--- src/rtl/pipeline_pkg.sv ---
// Shared types for the unified memory port: port state and transaction owner tags.
package pipeline_pkg;

  localparam int CNT_W = 3;

  typedef enum logic [0:0] {
    IDLE = 1'b0,
    BUSY = 1'b1
  } state_t;

  typedef enum logic [1:0] {
    OWN_IF   = 2'd0,
    OWN_DM   = 2'd1,
    OWN_DROP = 2'd2
  } owner_t;

endpackage

--- src/rtl/mem_resp_tracker.sv ---
// Tracks the single outstanding memory access: latency down-counter and owner tag.
//   state | meaning
//   IDLE  | port free, nothing in flight
//   BUSY  | access in flight; cnt counts LAT down to 1 (response cycle)
module mem_resp_tracker
  import pipeline_pkg::*;
#(
  parameter int LAT = 1
) (
  input  logic       clk,
  input  logic       rst,
  input  logic       issue,
  input  logic [1:0] owner_in,
  input  logic       flush,
  output logic       busy,
  output logic       resp_cycle,
  output logic [1:0] owner
);

  state_t           state_q;
  logic [CNT_W-1:0] cnt_q;
  owner_t           owner_q;

  assign busy       = (state_q == BUSY);
  assign resp_cycle = (state_q == BUSY) && (cnt_q == CNT_W'(1));
  assign owner      = owner_q;

  always_ff @(posedge clk) begin
    if (!rst) begin
      state_q <= IDLE;
      cnt_q   <= '0;
      owner_q <= OWN_IF;
    end else if (issue) begin
      state_q <= BUSY;
      cnt_q   <= CNT_W'(LAT);
      owner_q <= owner_t'(owner_in);
    end else if (state_q == BUSY) begin
      if (resp_cycle) state_q <= IDLE;
      else            cnt_q   <= cnt_q - CNT_W'(1);
      // A flushed fetch keeps the port busy but its data is thrown away.
      if (flush && (owner_q == OWN_IF)) owner_q <= OWN_DROP;
    end
  end

endmodule

--- src/rtl/mem_port_arbiter.sv ---
// Shares one single-port instruction/data memory between fetch and the MEM stage,
// with data priority, a fetch starvation guard and flush of in-flight fetches.
module mem_port_arbiter
  import pipeline_pkg::*;
#(
  parameter int AW     = 10,
  parameter int DW     = 32,
  parameter int LAT    = 1,
  parameter int STARVE = 3
) (
  input  logic          clk,
  input  logic          rst,
  input  logic          if_req,
  input  logic [AW-1:0] if_addr,
  input  logic          if_flush,
  output logic          if_valid,
  output logic [DW-1:0] if_rdata,
  input  logic          dm_req,
  input  logic          dm_we,
  input  logic [AW-1:0] dm_addr,
  input  logic [DW-1:0] dm_wdata,
  output logic          dm_valid,
  output logic [DW-1:0] dm_rdata,
  output logic          stall_if,
  output logic          stall_dm,
  output logic [AW-1:0] mem_addr,
  output logic [DW-1:0] mem_wdata,
  output logic          mem_rden,
  output logic          mem_wren,
  input  logic [DW-1:0] mem_q
);

  localparam int SW = (STARVE < 1) ? 1 : $clog2(STARVE + 1);

  logic          busy, resp_cycle;
  logic [1:0]    owner, owner_in;
  logic          if_elig, dm_elig, can_issue, if_win, dm_win, issue;
  logic [SW-1:0] starve_q;
  logic [DW-1:0] if_rdata_q, dm_rdata_q;

  assign if_valid = resp_cycle && (owner == OWN_IF) && !if_flush;
  assign dm_valid = resp_cycle && (owner == OWN_DM);

  // A requester being answered this cycle still presents its old request.
  assign if_elig   = if_req && !if_flush && !(resp_cycle && (owner == OWN_IF));
  assign dm_elig   = dm_req && !(resp_cycle && (owner == OWN_DM));
  assign can_issue = rst && (!busy || resp_cycle);
  assign if_win    = can_issue && if_elig && (!dm_elig || (starve_q >= SW'(STARVE)));
  assign dm_win    = can_issue && dm_elig && !if_win;
  assign issue     = if_win || dm_win;
  assign owner_in  = if_win ? OWN_IF : OWN_DM;

  assign mem_rden  = if_win || (dm_win && !dm_we);
  assign mem_wren  = dm_win && dm_we;
  assign mem_addr  = if_win ? if_addr : (dm_win ? dm_addr : '0);
  assign mem_wdata = mem_wren ? dm_wdata : '0;

  assign if_rdata = if_valid ? mem_q : if_rdata_q;
  assign dm_rdata = (dm_valid && !dm_we) ? mem_q : dm_rdata_q;
  assign stall_if = if_req && !if_valid && !if_flush;
  assign stall_dm = dm_req && !dm_valid;

  always_ff @(posedge clk) begin
    if (!rst) begin
      starve_q   <= '0;
      if_rdata_q <= '0;
      dm_rdata_q <= '0;
    end else begin
      if (if_valid)              if_rdata_q <= mem_q;
      if (dm_valid && !dm_we)    dm_rdata_q <= mem_q;
      if (!if_req || if_win)     starve_q   <= '0;
      else if (dm_win && if_elig && (starve_q < SW'(STARVE)))
        starve_q <= starve_q + SW'(1);
    end
  end

  mem_resp_tracker #(.LAT(LAT)) u_tracker (
    .clk        (clk),
    .rst        (rst),
    .issue      (issue),
    .owner_in   (owner_in),
    .flush      (if_flush),
    .busy       (busy),
    .resp_cycle (resp_cycle),
    .owner      (owner)
  );

endmodule

--- config.mk ---
export PLATFORM = sky130hd
export DESIGN_NAME = mem_port_arbiter
export DESIGN_NICKNAME = d
export VERILOG_FILES = /design/src/rtl/pipeline_pkg.sv /design/src/rtl/mem_resp_tracker.sv /design/src/rtl/mem_port_arbiter.sv
export SDC_FILE = /design/constraint.sdc
export NUM_CORES = 1
export LEC_CHECK = 0
export BUFFER_PORTS_ARGS = -buffer_cell sky130_fd_sc_hd__buf_2
export CAP_MARGIN = 0
export CORE_MARGIN = 5
export CORE_UTILIZATION = 45
export DETAILED_ROUTE_END_ITERATION = 6
export PLACE_DENSITY = 0.9
export SYNTH_ARGS = -nofsm -noshare
export SYNTH_HDL_FRONTEND = slang
export SYNTH_HIERARCHICAL = 1
export SYNTH_SLANG_ARGS = --single-unit
--- constraint.sdc ---
create_clock -name clk -period 3.2 [get_ports clk]
set_input_delay 0.64 -clock clk [delete_from_list [all_inputs] [get_ports clk]]
set_output_delay 0.64 -clock clk [all_outputs]
set_load 0.02 [all_outputs]
==> metrics.yaml <==
grt:
  first_global_vias: 3467
  antenna_found_initial: 0
  grt_max_degree: 64
  overflow: 0
  grt.total_usage_pct: 19.79
  grt_pass1_wl_mm: 16.40
yosys:
  synth.mux.area_fraction_pct: 20.25
  synthFlopType: "dfxtp_1"
  synth.cell_area_um2: 3756
  synth_top_family_by_area: "simple AND/OR/NAND/NOR gates"
  synth_area_per_cell_um2: 9.937
  yosys_register_bits: 72
  ys_seq_area_share_pct: 38.37
  yosysUniqueCellTypes: 40
  synthSimpleGateAreaFrac_pct: 23.28
  netlist_instances: 378
  async_reset_ff_share_pct: 0
  syn-num-nets: 471
  synth_warnings: 6
  synthXorXnorAreaFrac_pct: 0
  synth_edf_count: 0
  synth_compound_area_share_pct: 8.528
  synthAdderAreaFrac_pct: 0.9993
cells_and_area:
  finalNetCount: 664
  final_area_um2: 5196
  drive_above_1_share_pct: 48.70
  syn2layout_area_growth_pct: 38.34
  antenna_cells: 0
detailed_routing:
  drc: 0
  wire_per_inst_um: 14.95
  ant_nets: 0
  totalWireLength_mm: 10.16
  drt_iter0_drc: 109
  via_per_inst: 4.922
  drtPass1Iterations: 4
  vias: 3347
timing:
  maxSlewViolCount: 0
  hold_violations: 0
  slew_headroom_pct: 51.38
  max_freq_mhz: 322.3
  min_period_over_period_pct: 96.97
  finalClockSkew_ns: 0.01084
  setup_viol: 0
  fin_hold_ws_ns: 0.4911
  rsz0062_at_grt: "true"
  setup_slack_ns: 0.09690
  tightest_slew_ns: 0.7292
  period_needed_ns: 3.103
clock_network:
  ctsHoldBuffers: 0
  cts_made_buffers: 9
  clock_sinks: 72
  h-tree-depth: 3
  root_buffer: "clkbuf_8"
  clkLatencyLatePin_ns: 0.33
  cts_tree: "done"
  clkTransAtPathRegs_ns: 0.06
  clockBufferDepth: 2
die:
  core-area_um2: 8175
  die_area_um2: 10270
  io_pins: 202
  start_util_pct: 45.94
  rows: 33
  die_w_um: 101.4
  die_h_um: 101.4
run:
  drv_cap: 0
min_path:
  hold_class: "reg -> reg"
worst_setup_path:
  crit_slowest_cell: "or3b_4"
  cp.required_ns: 2.56
  critPathMaxStageDelay_ns: 0.42
  worstPathMaxFanout: 21
  start_kind: "flip-flop"
  cp_cell_sequence: "inv_2 -> ha_4 -> nand2b_4 -> nor2_4 -> or3b_4 -> a311o_2 -> bufbuf_16 -> nor3_2 -> buf_2"
  cp-end-kind: "output port"
  worstSetupPathType: "reg -> out"
  path_delay_family: "simple AND/OR/NAND/NOR gates"
  critPathBufInv: 3
  arrival_ns: 2.46
placement:
  gp_congestion: 0.8509
  placed_cell_area_um2: 4882
  place_hpwl_mm: 7.835
  portBuffers: 201
  place_ws_ns: 0.04110
pwr:
  p_per_area_nw_per_um2: 388.5
  p_leak_nw: 2.809
  irDropWorstVdd_v: 0.0004098
status:
  status: "finished clean"
==> worst reg2reg max path, delay by kind of cell, from the launching register on <==
family	cells	cell delay (ns)
simple gates	4	0.41
flops	1	0.33
compound gates	2	0.82
fa+ha+maj	1	0.16
buf+inv	3	0.37
==> registers in the layout, summed over array words and instances (netlist names) <==
signal and flops:
dm_rdata_q 32, if_rdata_q 32, starve_q 2, u_tracker/owner 2, u_tracker/busy 1, u_tracker/cnt_q 3
==> final timing paths <==
check / startpoint / end / slack [ns] / cells past startpoint
setup / recovery: u_tracker/cnt_q[1] / mem_wdata[19] / 0.1 / 9
hold / removal: starve_q[1] / starve_q[1] / 0.49 / 2
setup reg to reg: u_tracker/cnt_q[1] / u_tracker/cnt_q[0] / 0.99 / 10
hold reg to reg: starve_q[1] / starve_q[1] / 0.49 / 2
==> power breakdown <==
part	internal, mW	switching, mW	total, mW
Sequential	0.910	0.0130	0.923
Combinational	0.137	0.190	0.327
Clock	0.456	0.313	0.769
==> cell usage in the layout (no fill, tap or decap), types with 2 or more instances in the layout <==
master     netlist  routed
clkbuf_8         0      10
or3_1            2       2
mux2_1          61      61
ha_1             3       2
nor3_1           3       3
nand3_1          2       2
and2_1          64      64
mux2i_1          4       4
dfxtp_1         72      70
nor2b_1          2       2
nor3_2          29      29
dfxtp_2          0       2
bufinv_16        0       2
buf_12           0       3
nand2b_1         2       2
nand2_1          3       3
nor2_1           4       3
a21oi_1          4       4
o211ai_1        12      12
buf_2           11     194
buf_4            0      12
mux2_2           3       3
o32ai_2          7       8
o32ai_1          3       2
inv_1           51      50
==> metrics by stage <==
| step | util [%] | setup TNS (ns) | instances | power, mW |
|---|---|---|---|---|
| after floorplan | - | 0 | 378 | 1.127 |
| after global placement | 59.72 | 0 | 663 | 1.242 |
| after detailed placement | 59.72 | 0 | 663 | 1.253 |
| after CTS | 63.16 | 0 | 680 | 2.043 |
| after global routing | 63.56 | -0.1210 | 680 | 2.121 |
| final | 63.56 | 0 | 680 | 2.019 |
==> logic make-up (layout without fill, tap and decap cells) <==
group                      Yosys count  in the layout
AOI/OAI and AO/OA                   35             35
DFF                                 72             72
adders and majority gates            3              3
muxes                               68             68
and+or+nand+nor                    120            120
buffers and inverters               79            276
other                                1              1
==> cell usage after synthesis (2+ instances only) <==
cell type  count  area, um^2
a21oi_1        4       20.02
and2_1        64       400.4
buf_2         11       55.05
clkbuf_1      16       60.06
dfxtp_1       72        1441
ha_1           3       37.54
inv_1         51       191.4
mux2_1        61       686.9
mux2_2         3       33.78
mux2i_1        4       40.04
nand2_1        3       11.26
nand2b_1       2       12.51
nand3_1        2       10.01
nor2_1         4       15.01
nor2b_1        2       12.51
nor3_1         3       15.01
nor3_2        29       290.3
o211ai_1      12       90.09
o32ai_1        3       26.28
o32ai_2        7       113.9
or3_1          2       12.51
or3b_1         2       17.52
==> metal layers <==
layer / global-route usage, % / part of all wire, % / vias to the layer above
met5: 0 / 0 / -
met4: 5.726 / 1.5 / 0
met3: 5.579 / 6.8 / 14
met2: 34.61 / 54 / 102
met1: 23.63 / 38 / 1582
li1: - / - / 1649
==> timing repair <==
action                     CTS  global route
setup buffers                1             0
setup endpoints to repair   74            64
pin swaps                    2             0
resized for setup            6            12
gates cloned                 1             0
==> area by class of cell <==
type                            instances  area (um^2)
Clock buffer                           10        137.6
Inverter                               51        191.4
Timing Repair Buffer                  210         1154
Clock inverter                          5        81.33
Fill cell                             666         2979
Sequential cell                        72         1444
Multi-Input combinational cell        227         2057
Tap cell                              105        131.4
(Power assumes the default switching activity.)
